File: src/rtl/scan_test_ctrl_if.sv
// Control/status bundle between a test master and the scan-test sequencer.
interface scan_test_ctrl_if #(
  parameter int CHAIN_LEN = 2
);
  logic                 start;
  logic                 abort;
  logic [CHAIN_LEN-1:0] pattern_in;
  logic [CHAIN_LEN-1:0] expect_in;
  logic                 busy;
  logic                 done;
  logic                 pass;
  logic [CHAIN_LEN-1:0] captured;

  modport master (
    output start, abort, pattern_in, expect_in,
    input  busy, done, pass, captured
  );

  modport slave (
    input  start, abort, pattern_in, expect_in,
    output busy, done, pass, captured
  );
endinterface

File: src/rtl/scan_test_ctrl.sv
// Scan-test sequencer: loads a stimulus into the chain, pulses functional
// capture, unloads the response and compares it against the expected vector.
module scan_test_ctrl #(
  parameter int CHAIN_LEN   = 2,
  parameter int CAPTURE_CYC = 1,
  parameter int CNT_W       = $clog2(CHAIN_LEN + 1)
) (
  input  logic            clk,
  input  logic            rst_n,
  scan_test_ctrl_if.slave ctrl,
  input  logic            scan_out_i,
  output logic            scan_en_o,
  output logic            scan_in_o
);

  // The one down-counter also times CAPTURE, which may need more bits than CHAIN_LEN.
  localparam int CAP_W = $clog2(CAPTURE_CYC + 1);
  localparam int CW    = (CNT_W > CAP_W) ? CNT_W : CAP_W;

  localparam logic [2:0] S_IDLE    = 3'd0;
  localparam logic [2:0] S_LOAD    = 3'd1;
  localparam logic [2:0] S_CAPTURE = 3'd2;
  localparam logic [2:0] S_UNLOAD  = 3'd3;
  localparam logic [2:0] S_REPORT  = 3'd4;

  localparam logic [CW-1:0] LEN_CNT = CW'(CHAIN_LEN);
  localparam logic [CW-1:0] CAP_CNT = CW'(CAPTURE_CYC);
  localparam logic [CW-1:0] ONE     = CW'(1);

  logic [2:0]           state_q, state_d;
  logic [CW-1:0]        cnt_q, cnt_d;
  logic [CHAIN_LEN-1:0] shift_q, shift_d;
  logic [CHAIN_LEN-1:0] expect_q, expect_d;
  logic [CHAIN_LEN-1:0] captured_q, captured_d;
  logic                 pass_q, pass_d;
  logic [CHAIN_LEN-1:0] unload_next;
  logic                 last;

  assign last        = (cnt_q == ONE);
  assign unload_next = (shift_q << 1) | CHAIN_LEN'(scan_out_i);

  // One shift register serves both directions: MSB-first out during LOAD,
  // scan_out filled in at the LSB during UNLOAD so the first sample ends at the MSB.
  always_comb begin
    state_d    = state_q;
    cnt_d      = cnt_q;
    shift_d    = shift_q;
    expect_d   = expect_q;
    captured_d = captured_q;
    pass_d     = pass_q;
    if (ctrl.abort && (state_q != S_IDLE)) begin
      state_d = S_IDLE;
    end else begin
      case (state_q)
        S_IDLE: begin
          if (ctrl.start && !ctrl.abort) begin
            state_d    = S_LOAD;
            cnt_d      = LEN_CNT;
            shift_d    = ctrl.pattern_in;
            expect_d   = ctrl.expect_in;
            captured_d = '0;
            pass_d     = 1'b0;
          end
        end
        S_LOAD: begin
          shift_d = shift_q << 1;
          if (last) begin
            state_d = S_CAPTURE;
            cnt_d   = CAP_CNT;
          end else begin
            cnt_d = cnt_q - ONE;
          end
        end
        S_CAPTURE: begin
          if (last) begin
            state_d = S_UNLOAD;
            cnt_d   = LEN_CNT;
          end else begin
            cnt_d = cnt_q - ONE;
          end
        end
        S_UNLOAD: begin
          shift_d = unload_next;
          if (last) begin
            state_d    = S_REPORT;
            cnt_d      = ONE;
            captured_d = unload_next;
            pass_d     = (unload_next == expect_q);
          end else begin
            cnt_d = cnt_q - ONE;
          end
        end
        S_REPORT: state_d = S_IDLE;
        default:  state_d = S_IDLE;
      endcase
    end
  end

  always_ff @(posedge clk or negedge rst_n) begin
    if (!rst_n) begin
      state_q    <= S_IDLE;
      cnt_q      <= '0;
      shift_q    <= '0;
      expect_q   <= '0;
      captured_q <= '0;
      pass_q     <= 1'b0;
    end else begin
      state_q    <= state_d;
      cnt_q      <= cnt_d;
      shift_q    <= shift_d;
      expect_q   <= expect_d;
      captured_q <= captured_d;
      pass_q     <= pass_d;
    end
  end

  assign scan_en_o     = (state_q == S_LOAD) || (state_q == S_UNLOAD);
  assign scan_in_o     = (state_q == S_LOAD) && shift_q[CHAIN_LEN-1];
  assign ctrl.busy     = (state_q != S_IDLE);
  assign ctrl.done     = (state_q == S_REPORT);
  assign ctrl.pass     = pass_q;
  assign ctrl.captured = captured_q;

endmodule

File: src/flat_wrapper.sv
// flat-port wrapper written by rule: the top's interface ports become plain ports
module scan_test_ctrl_flat 
#(
  parameter int CHAIN_LEN   = 2,
  parameter int CAPTURE_CYC = 1,
  parameter int CNT_W       = $clog2(CHAIN_LEN + 1)
)
  (clk, rst_n, scan_out_i, scan_en_o, scan_in_o, ctrl_start, ctrl_abort, ctrl_pattern_in, ctrl_expect_in, ctrl_busy, ctrl_done, ctrl_pass, ctrl_captured);
  scan_test_ctrl_if #(.CHAIN_LEN(CHAIN_LEN)) ctrl_i ();
  input  logic clk;
  input  logic rst_n;
  input  logic scan_out_i;
  output logic scan_en_o;
  output logic scan_in_o;
  input wire logic [$bits(ctrl_i.start)-1:0] ctrl_start;
  input wire logic [$bits(ctrl_i.abort)-1:0] ctrl_abort;
  input wire logic [$bits(ctrl_i.pattern_in)-1:0] ctrl_pattern_in;
  input wire logic [$bits(ctrl_i.expect_in)-1:0] ctrl_expect_in;
  output wire logic [$bits(ctrl_i.busy)-1:0] ctrl_busy;
  output wire logic [$bits(ctrl_i.done)-1:0] ctrl_done;
  output wire logic [$bits(ctrl_i.pass)-1:0] ctrl_pass;
  output wire logic [$bits(ctrl_i.captured)-1:0] ctrl_captured;
  assign ctrl_i.start = ctrl_start;
  assign ctrl_i.abort = ctrl_abort;
  assign ctrl_i.pattern_in = ctrl_pattern_in;
  assign ctrl_i.expect_in = ctrl_expect_in;
  assign ctrl_busy = ctrl_i.busy;
  assign ctrl_done = ctrl_i.done;
  assign ctrl_pass = ctrl_i.pass;
  assign ctrl_captured = ctrl_i.captured;
  scan_test_ctrl #(.CHAIN_LEN(CHAIN_LEN), .CAPTURE_CYC(CAPTURE_CYC), .CNT_W(CNT_W)) u_core (.clk(clk), .rst_n(rst_n), .ctrl(ctrl_i), .scan_out_i(scan_out_i), .scan_en_o(scan_en_o), .scan_in_o(scan_in_o));
endmodule
File: config.mk
export PLATFORM = sky130hd
export DESIGN_NAME = scan_test_ctrl_flat
export DESIGN_NICKNAME = d
export VERILOG_FILES = /design/src/rtl/scan_test_ctrl_if.sv /design/src/rtl/scan_test_ctrl.sv /design/src/flat_wrapper.sv
export SDC_FILE = /design/constraint.sdc
export NUM_CORES = 1
export LEC_CHECK = 0
export BUFFER_PORTS_ARGS = -buffer_cell sky130_fd_sc_hd__buf_4
export CORE_AREA = 2 2 39 41
export DETAILED_ROUTE_END_ITERATION = 8
export DIE_AREA = 0 0 41 43
export GPL_TIMING_DRIVEN = 1
export PLACE_DENSITY = 0.8
export SLEW_MARGIN = 10
export SYNTH_ARGS = -nofsm -noshare
export SYNTH_HDL_FRONTEND = slang
export SYNTH_SLANG_ARGS = --single-unit
File: constraint.sdc
create_clock -name clk -period 2.8 [get_ports clk]
set_input_delay 0.14 -clock clk [delete_from_list [all_inputs] [get_ports clk]]
set_output_delay 0.14 -clock clk [all_outputs]
set_load 0.03 [all_outputs]
# == Yosys cells after proc, flatten, opt, wreduce, memory -nomap -nowiden ==
# Index checks and enable logic that the tools add are counted.
# totals
in_bits,9
out_inout_bits,7
reg_bits,12
word_cells,55
# classes
reduce_logical,16
n_eq_ne,12
add_sub_neg,1
n_bitwise,2
mux,18
# op_table
op,n
$mux 3,5
$mux 2,6
$ne 3x1->1 const B,4
$pmux 2 s3,2
$pmux 3 s4,1
$reduce_and 3->1,3
$reduce_bool 3->1,3
$reduce_and 4->1,2
$eq 3x2->1 const B,2
$ne 2x1->1 const B,2
$pmux 2 s2,1
$eq 3x1->1 const B,1
$eq 3x3->1 const B,1
$logic_and 1x1->1,3
$logic_not 3->1,1
$eq 2x1->1 const B,1
$eq 2x2->1,1
$mux 1,2
$or 2x1->2,1
$pmux 1 s2,1
$reduce_bool 2->1,1
$reduce_or 2->1,1
$sub 2x1->2 const B,1
$logic_not 1->1,1
2 further kinds,2

# == Longest topological paths before layout ==
# depth
depth_word,5
depth_mapped,5
mapped_depth_nobuf,5

# == Least setup slack after synthesis ==
# OpenSTA, ideal clock, no wires.
# synth_path
kind,reg2out
startpoint,register u_core.state_q[2]
endpoint,output scan_in_o
required_ps,2660
stages_incl_launch_ff,4
path_slack_ps,1157
arrival_time_ps,1503
n_path_buf,1
cell_sequence,dfrtp_1 > clkbuf_1 > nand2b_1 > nor3b_1
# synth_via
elab_chain_len,2
# synth_lines
item,line_no,source
start: declaration,scan_test_ctrl.sv:30,"logic [2:0] state_q, state_d;"
start signal: assignment,scan_test_ctrl.sv:108,state_q <= state_d;
$eq 3x1->1,scan_test_ctrl.sv:118,assign scan_in_o = (state_q == S_LOAD) && shift_q[CHAIN_LEN-1];
$logic_and 1x1->1,scan_test_ctrl.sv:118,
end: declaration,flat_wrapper.sv:14,output logic scan_in_o;
# No other way between the ends.

# == Worst setup path after layout ==
# layout_path
startpoint,register u_core.state_q[1]
endpoint,register u_core.captured_q[1] (netlist: u_core.ctrl.captured[1])
# layout_via
elab_chain_len,4
word_cells_on_any_way,10
cone_classes,3 x eq/ne; 1 x mux; 1 x bitwise; 5 x reduce/logical
# layout_lines
item,line_no,source
branches (longest 4 deep; another with $reduce_and 4->1),n/a,
end signal: assignment,scan_test_ctrl.sv:112,captured_q <= captured_d;
end: declaration,scan_test_ctrl.sv:34,"logic [CHAIN_LEN-1:0] captured_q, captured_d;"
# Several ways; the timed one is not identified.
# A chain may end at the register's enable or synchronous reset.

==> impl_metrics.env <==
export IMPL_grt_overflow_total=0
export IMPL_synth_top_area_frac=0.4380
export IMPL_min_period_over_period=0.6192
export IMPL_yosysTopAreaCell="dfrtp_1"
export IMPL_slew_violations=0
export IMPL_dieArea_um2=1763
export IMPL_synthTopCellsByCount="12 x dfrtp_1, 6 x mux2_2, 4 x inv_1"
export IMPL_synth_flop_cell="dfrtp_1"
export IMPL_cts_tree="done"
export IMPL_fin_skew_ns=0.002370
export IMPL_min_delay_start="ctrl_abort"
export IMPL_max_freq_mhz=576.7
export IMPL_antennaDiodeCount=0
export IMPL_ff2ff_path_depth=3
export IMPL_vias_per_cell=5.362
export IMPL_initial_core_util=0.4955
export IMPL_syn_avg_cell_area_um2=11.24
export IMPL_grt_max_degree=14
export IMPL_start_kind="flip-flop"
export IMPL_hold_viol_final=0
export IMPL_met2_length_um=672
export IMPL_cts_buffer_depth=2
export IMPL_cts_setup_buffers=0
export IMPL_drc_errors=0
export IMPL_met1Wirelength_um=560
export IMPL_synth_nets=73
export IMPL_synth_cells=61
export IMPL_syn_to_final_growth_pct=24.27
export IMPL_antenna_found_initial=0
export IMPL_clock_tree_root_cell="clkbuf_4"
export IMPL_numCtsBuffers=3
export IMPL_synthAdderAreaFrac=0.05474
export IMPL_synth_edf_count=0
export IMPL_synth_compound_area_frac=0.07664
export IMPL_synth_most_common_cell="dfrtp_1"
export IMPL_synth_top_family_by_area="simple AND/OR/NAND/NOR gates"
export IMPL_synthesis_area_um2=685.7
export IMPL_yosysSeqAreaShare=0.4380
export IMPL_max_vdd_ir_drop_mv=0.3587
export IMPL_nets=91
export IMPL_synthSimpleGateAreaFrac=0.1807
export IMPL_gp_congestion=0.7141
export IMPL_worst_pin_slew_ns=0.3763
export IMPL_port_buffers=15
export IMPL_vias=504
export IMPL_setup_tns_ns=0
export IMPL_holdPathEnd="u_core.state_q[2]$_DFFE_PN0P_"
export IMPL_htreeDepth=1
export IMPL_cts_resized_gates=0
export IMPL_grt_pass1_wl_um=2249
export IMPL_r2r_start="u_core.state_q[1]$_DFFE_PN0P_"
export IMPL_maxUsedRoutingLayer="met4"
export IMPL_slew_headroom=0.7465
export IMPL_ys_types=29
export IMPL_r2r_slack_ns=1.07
export IMPL_die_y_um=43
export IMPL_ctsHoldBuffers=1
export IMPL_finalSetupViolCount=0
export IMPL_crit_required_ns=2.97
export IMPL_drt_iter0_drc=2
export IMPL_p_per_area_nw_per_um2=589.6
export IMPL_ioPinCount=16
export IMPL_coreArea_um2=1384
export IMPL_outcome="complete, no violations"
export IMPL_grt_pass1_vias=521
export IMPL_ys_top_cells_by_area="dfrtp_1 44%, mux2_2 9.9%, ha_1 5.5%"
export IMPL_hold_class="in -> reg"
export IMPL_fp_dieW_um=41
export IMPL_fin_crit_ns=1.734
export IMPL_cts_clk_slew_worst_paths_ns=0.08
export IMPL_async_flop_share=1.000
export IMPL_leakagePower_nw=0.4316
export IMPL_wl_per_cell_um=14.09
export IMPL_placementRows=14
export IMPL_drive_gt1_frac=0.3590
export IMPL_cp_max_fo=13
export IMPL_synth_seq_cells=12
export IMPL_dpl_hpwl_um=1019
export IMPL_worstSkewPairLatency_ns=0.27
export IMPL_fin_cells=94
export IMPL_cts_sinks=12
export IMPL_wirelength_um=1324
export IMPL_worstSetupPathType="reg -> reg"
export IMPL_crit_path_end_kind="flip-flop"
export IMPL_dr_pass1_iters=4
export IMPL_synthMuxAreaShare=0.1715
export IMPL_synth_xor_area_frac=0.03832
export IMPL_rsz0062_at_grt="false"
export IMPL_r2r_end="u_core.ctrl.captured[1]$_DFFE_PN0P_"
export IMPL_antenna_left=0
export IMPL_placedCellCount=89
export IMPL_min_path_cells=2
export IMPL_track_usage=0.1963
export IMPL_worstPathArrival_ns=1.90
export IMPL_routed_wl_met3_um=72
export IMPL_ys_warn_count=0
export IMPL_maxCapViolCount=0
cells by family (layout without fill, tap and decap cells):
kind of cell / count (synthesis) / count (layout)
simple gates: 19 / 19
buf+inv: 7 / 24
mux: 10 / 10
fa+ha+maj: 3 / 3
flops: 12 / 12
xor+xnor: 3 / 3
compound gates: 7 / 7
how the worst max path moves through the flow:
stage | startpoint | endpoint | slack (ns) | cells past startpoint
5_1_grt | u_core.state_q[1]$_DFFE_PN0P_ | u_core.ctrl.captured[0]$_DFFE_PN0P_ | 1.00 | 3
3_5_place_dp | u_core.state_q[1]$_DFFE_PN0P_ | u_core.ctrl.captured[1]$_DFFE_PN0P_ | 1.07 | 3
4_1_cts | u_core.state_q[1]$_DFFE_PN0P_ | u_core.ctrl.captured[1]$_DFFE_PN0P_ | 1.07 | 3
6_report | u_core.state_q[1]$_DFFE_PN0P_ | u_core.ctrl.captured[1]$_DFFE_PN0P_ | 1.07 | 3
3_3_place_gp | u_core.state_q[1]$_DFFE_PN0P_ | u_core.expect_q[1]$_DFFE_PN0P_ | 1.12 | 3
2_1_floorplan | u_core.state_q[2]$_DFFE_PN0P_ | scan_in_o | 1.16 | 3
flip-flops by register name (all words and copies together), names as in the netlist:
name,cells
u_core.state_q,3
u_core.ctrl.captured,2
u_core.ctrl.pass,1
u_core.expect_q,2
u_core.shift_q,2
u_core.cnt_q,2
per-stage QoR:
step / util / instance area (µm²) / worst slack (ns) / power (W) / hold WS (ns)
after floorplan: - / 685.7 / 1.157 / 0.0003241 / -0.1556
after global placement: 0.5823 / 805.8 / 1.120 / 0.0003593 / -0.01288
after detailed placement: 0.5823 / 805.8 / 1.073 / 0.0003676 / -0.01062
after CTS: 0.6157 / 852.1 / 1.069 / 0.0005078 / 0.04880
after global routing: 0.6157 / 852.1 / 1.003 / 0.0005388 / 0.04044
final: 0.6157 / 852.1 / 1.066 / 0.0005024 / 0.05075
layout make-up:
cell class / count / area (µm²)
inverter: 4 / 15.01
sequential: 12 / 300.3
fill: 124 / 531.8
multi-input combinational: 42 / 357.8
clock buffer: 4 / 36.28
timing repair buffer: 16 / 122.6
tap: 16 / 20.02
per-layer routing:
metal,vias up,GRT usage
li1,249,-
met1,236,0.2315
met2,15,0.2938
met3,4,0.06806
met4,0,0.1133
met5,-,0
where the power goes:
group / internal (W) / leakage, nW / switching [W]
Combinational: 0.0000744 / 0.258 / 0.0000621
Clock: 0.0000791 / 0.0210 / 0.0000601
Sequential: 0.000200 / 0.153 / 0.0000268
layout by cell type (no fill, tap or decap):
master         count
a211o_1            1
a21boi_1           1
a21oi_1            1
a2bb2oi_1          2
and3_1             1
and4b_1            1
buf_4             15
clkbuf_4           3
clkbuf_8           1
dfrtp_1           12
dlygate4sd3_1      1
ha_1               3
inv_1              4
mux2_2             6
mux2_4             2
mux2i_1            2
nand2_1            1
nand2b_1           1
nand3_1            1
nand3b_1           1
nor2_1             3
nor2b_1            1
nor3_1             2
nor3b_1            3
nor4b_1            1
o21ai_0            1
o31a_1             1
or3_1              1
or3_4              1
or3b_1             1
xor2_1             3
critical path: stages, from the launching register on:
cell and delay [ns]:
dfrtp_1 0.51, or3b_1 0.44, a21boi_1 0.30, mux2_2 0.38
Note: power is estimated with default switching activity, not from simulation.
